[config.mk]
export PLATFORM = sky130hd
export DESIGN_NAME = button_ctrl
export DESIGN_NICKNAME = d
export VERILOG_FILES = /design/src/rtl/button_ctrl.sv
export SDC_FILE = /design/constraint.sdc
export NUM_CORES = 1
export LEC_CHECK = 0
export CORE_ASPECT_RATIO = 0.9
export CORE_MARGIN = 1
export CORE_UTILIZATION = 45
export CTS_CLUSTER_DIAMETER = 120
export DETAILED_ROUTE_END_ITERATION = 12
export PLACE_DENSITY = 0.67
export RECOVER_POWER = 25
export SLEW_MARGIN = 20
export SYNTH_ARGS = -nofsm -noshare
export SYNTH_HDL_FRONTEND = slang
export SYNTH_SLANG_ARGS = --single-unit
[constraint.sdc]
create_clock -name clk -period 3.5 [get_ports clk]
set_input_delay 0.35 -clock clk [delete_from_list [all_inputs] [get_ports clk]]
set_output_delay 0.35 -clock clk [all_outputs]
set_load 0.01 [all_outputs]
[src/rtl/button_ctrl.sv]
// Push-button front end: per-button synchronizer and debouncer, press-edge detection,
// and a sticky priority-encoded press code that is cleared by a processor read.
module button_ctrl #(
  parameter int DB_COUNT = 290000,
  parameter int CNT_W    = 19
) (
  input  logic       clk,
  input  logic       reset,
  input  logic       BTNU,
  input  logic       BTNR,
  input  logic       BTND,
  input  logic       BTNL,
  input  logic       rd_ack,
  output logic [2:0] button_reg,
  output logic [3:0] btn_level,
  output logic       press_pulse
);

  localparam logic [CNT_W-1:0] CNT_MAX = CNT_W'(DB_COUNT - 1);
  localparam logic [CNT_W-1:0] CNT_ONE = CNT_W'(1);

  // Bit order everywhere is {L, D, R, U}; index 0 is the highest-priority button.
  logic [3:0]       raw_s;
  logic [3:0]       sync1_q;
  logic [3:0]       sync2_q;
  logic [3:0]       db_q;
  logic [3:0]       db_d;
  logic [3:0]       db_dly_q;
  logic [3:0]       rise_s;
  logic [CNT_W-1:0] cnt_q [4];
  logic [CNT_W-1:0] cnt_d [4];
  logic [2:0]       button_reg_q;
  logic [2:0]       button_reg_d;
  logic             press_pulse_q;
  logic             press_pulse_d;

  assign raw_s  = {BTNL, BTND, BTNR, BTNU};
  assign rise_s = db_q & ~db_dly_q;

  always_comb begin
    for (int i = 0; i < 4; i++) begin
      db_d[i]  = db_q[i];
      cnt_d[i] = '0;
      if (sync2_q[i] == db_q[i]) begin
        cnt_d[i] = '0;
      end else if (cnt_q[i] == CNT_MAX) begin
        db_d[i]  = sync2_q[i];
        cnt_d[i] = '0;
      end else begin
        cnt_d[i] = cnt_q[i] + CNT_ONE;
      end
    end
  end

  // A new press always beats a same-cycle read acknowledge.
  always_comb begin
    button_reg_d  = button_reg_q;
    press_pulse_d = 1'b0;
    if (rise_s != 4'b0000) begin
      press_pulse_d = 1'b1;
      if (rise_s[0]) begin
        button_reg_d = 3'd1;
      end else if (rise_s[1]) begin
        button_reg_d = 3'd2;
      end else if (rise_s[2]) begin
        button_reg_d = 3'd3;
      end else begin
        button_reg_d = 3'd4;
      end
    end else if (rd_ack) begin
      button_reg_d = 3'd0;
    end else begin
      button_reg_d = button_reg_q;
    end
  end

  always_ff @(posedge clk or posedge reset) begin
    if (reset) begin
      sync1_q       <= 4'b0000;
      sync2_q       <= 4'b0000;
      db_q          <= 4'b0000;
      db_dly_q      <= 4'b0000;
      button_reg_q  <= 3'd0;
      press_pulse_q <= 1'b0;
      for (int i = 0; i < 4; i++) begin
        cnt_q[i] <= '0;
      end
    end else begin
      sync1_q       <= raw_s;
      sync2_q       <= sync1_q;
      db_q          <= db_d;
      db_dly_q      <= db_q;
      button_reg_q  <= button_reg_d;
      press_pulse_q <= press_pulse_d;
      for (int i = 0; i < 4; i++) begin
        cnt_q[i] <= cnt_d[i];
      end
    end
  end

  assign button_reg  = button_reg_q;
  assign btn_level   = db_q;
  assign press_pulse = press_pulse_q;

endmodule

* Word level (Yosys, flattened, before mapping)
Cells that the tools add are included.
Storage, ports and cells: register bits after elaboration 96, latch bits 0, memory bits (writable) 0, ROM bits 0, output and inout port bits 8, logic and storage cells 51, memories 0
Cells by class: $add $sub $neg 4, $mul 0, div/mod/pow operators 0, magnitude comparators 0, eq/ne operators 8, shifts and indexed selects 0, multiplexer cells 14, bitwise logic cells 6, reduce and logical (&&, ||, !) cells 6
Operator list (number):
- two-way mux 19 bit | 8
- adder 19 x 1 -> 19 bit, second input constant | 4
- == test 19 bit, second input constant | 4
- two-way mux 3 bit | 5
- AND reduction 2 bit | 4
- bitwise AND 4 bit | 1
- == test 1 bit | 4
- inverter 1 bit | 4
- inverter 4 bit | 1
- nonzero test 4 bit | 1
- nonzero test 2 bit | 1
- two-way mux 1 bit | 1

* Logic depth before layout (Yosys ltp)
word-level depth 6, depth in mapped cells 7, depth with buffers taken out 5

* Worst setup path before layout
No wires, ideal clock.
kind register to register, start register cnt_q[65] in the netlist's numbering, end register cnt_q[65] in the netlist's numbering, setup time 119 ps, arrival time 2009 ps, required time 3381 ps, slack 1372 ps, stages on the path, launching flop included 7, buffers on the path 2, period minus slack after synthesis 2128 ps, cell sequence dfrtp_1 > buf_6 > or3_1 > or4_4 > o41ai_4 > buf_6 > nor2_1
RTL lines:
- start: declaration | line 30 | logic [CNT_W-1:0] cnt_q [4];
- start signal: indexed assignment | line 96 | cnt_q[i] <= cnt_d[i];

==> flow_summary.ini <==
[yosys]
ys_types = 34
ys_seq_elements = 96
yosysSeqAreaShare = 0.5354
synth.avg_cell_area_sq_um = 10.13
synthTopCellsByArea = dfrtp_1, xnor2_1, nor2_1
synth_top_area_frac = 0.5354
synth_common_cells = dfrtp_1, nor2_1, xnor2_1
synth_warnings = 0
synth_area_leader_cell = dfrtp_1
synth_edf_count = 0
synthCells = 443
yosysMostFrequentCell = dfrtp_1
synth_fp_nets = 454
async_flop_share = 1.000
synth_ff_type = dfrtp_1
synth_area_sq_mm = 0.004487

[grt]
grt_antenna_before_repair = 0
grtUsageTotal = 0.1734
grt_overflow = 0
grt_pass1_vias = 3028
grt_max_degree = 62
grt_pass1_wl_mm = 14.40

[clocking]
clock_latency_ps = 360
ctsHoldBuffers = 0
htreeDepth = 3
clk_pin_slew_ps = 90
clock_path_buffers = 2
cts.sinks = 96
post_cts_resized = 0
cts_tree = built
cts_buffers = 9
root_buffer = clkbuf_8
cts_setup_buffers = 0

[finish]
nets = 472
drive_gt1_frac = 0.06223
post-route-util = 0.5150
area_growth_pct = 10.85
instances_no_fill = 592
ff_latch_area_sq_mm = 0.002402
largest_register = cnt_q
antenna_cells = 0
largest_register_ffs = 76
fill_cells = 875
multi_input_area_sq_mm = 0.001967

[worst_setup_path]
start_kind = register
r2r_start = cnt_q[65]
critPathKind = register to register
rr_worst_depth = 4
crit_start = cnt_q[65]
cp_data_required_time_ps = 3700
cp_max_fo = 18
worstSetupEndpointType = register
crit_arrival_ps = 2720

[pwr]
p_leak_nw = 2.032
p_sw_frac = 0.2284
p_comb_frac = 0.034
pwr-share-seq = 0.577
ir_worst_vdd_uv = 211.4
totalPowerFinal_mw = 1.971
power_density_mw_per_mm2 = 396.3
clock_power_share = 0.388
power.switching_mw = 0.4501
p_int_mw = 1.521

[die]
io_pins = 15
die-width_um = 107.3
die_area_sq_mm = 0.01037
rows = 34
initial_core_util = 0.4646
die_h_um = 96.73
coreArea_sq_mm = 0.009657

[hold_path]
hp-start = sync1_q[3]
min_path_type = register to register
hold_depth = 0

[sta]
rsz0062_at_grt = no
tightestPinTransition_ps = 2253
fin_crit_ps = 2521
maxSlewHeadroom = -0.5034
timing.final.ws_setup_ps = 978.6
setup_tns_ps = 0
finalCritPeriodShare = 0.7204
setup_violations = 0
hold_viol = 0
slew_violations = 62
skew_ps = 10.78
max_freq_ghz = 0.3966

[routing]
wl_per_cell_um = 13.87
drc = 0
drt_iter0_markers = 98
dr.pass1.iters = 4
vias_per_cell = 5.336
ant_nets = 0
vias = 3159
drt-total-wl_mm = 8.209

[placement]
place_congestion = 0.8452
dp_hpwl_mm = 5.603
dp.cells = 576
io_buffers = 14
post-place-ws_ps = 1034

[status]
violations = max-capacitance violations, max-slew violations
outcome = complete, but fails checks

[job]
max_cap_violations = 1
-- layout by cell type (no fill, tap or decap), drive strengths merged, types with 2 or more instances in the layout --
cell type / instances
a21oi: 13
and2: 4
and3: 5
and4: 8
buf: 5
clkbuf: 11
clkdlybuf4s50: 9
clkinv: 2
dfrtp: 96
dlygate4sd3: 5
ha: 4
inv: 17
mux2: 4
mux2i: 2
nand2: 20
nand2b: 6
nand3: 25
nand4: 28
nor2: 75
nor3: 10
nor4: 17
o21ai: 12
o41ai: 2
or3: 12
or4: 8
xnor2: 33
xor2: 26
-- power groups by stage --
stage,Combinational [mW],Sequential [mW],Clock [mW]
3_3_place_gp,0.0707,1.16,0
3_5_place_dp,0.0719,1.16,0
6_report,0.0680,1.14,0.765
5_1_grt,0.0796,1.14,0.842
2_1_floorplan,0.0487,1.16,0
4_1_cts,0.0723,1.14,0.794
-- layer usage --
layer | wire, um | GRT usage | part of all wire | vias up
li1 | - | - | - | 1589
met4 | 80 | 0.04742 | 0.0097 | 0
met5 | 0 | 0 | 0 | -
met2 | 3881 | 0.2680 | 0.47 | 32
met3 | 188 | 0.03639 | 0.023 | 9
met1 | 4058 | 0.2475 | 0.49 | 1529
-- area by class of cell --
cell class	count	area share
flip-flops and latches	96	0.4830
clock inverters	5	0.01233
repair buffers	19	0.03572
inverters	15	0.01132
well taps	126	0.03170
clock buffers	11	0.03044
multi-input cells	320	0.3955
-- cell families after synthesis --
kind of cell / Yosys count / synth area share
and+or+nand+nor: 220 / 0.2524
DFF: 96 / 0.5354
xor gates and xnor gates: 59 / 0.1152
AOI/OAI and AO/OA: 31 / 0.04518
buffers and inverters: 27 / 0.02621
muxes: 6 / 0.01450
adders and majority gates: 4 / 0.01115
-- stage by stage --
stage               area [sq um]  hold slack [ps]
floorplan                   4487            331.2
global placement            4763            334.3
detailed placement          4763            337.9
CTS                         4976            360.6
global route                4974            361.8
finish                      4974            356.8
-- path summary, 6_finish.rpt --
path	to	slack (ps)
min reg2reg	sync2_q[3]	360
min in group asynchronous	cnt_q[0]	1200
min	sync2_q[3]	360
max	cnt_q[64]	980
max in group asynchronous	cnt_q[72]	1010
max reg2reg	cnt_q[64]	980
-- worst max-delay path: stages, from the launching register on --
cell	delay (ps)
dfrtp_1	460
or3_1	370
or4_4	450
o41ai_4	940
nor2_1	140
No activity file was read; power rests on OpenSTA's default activity.
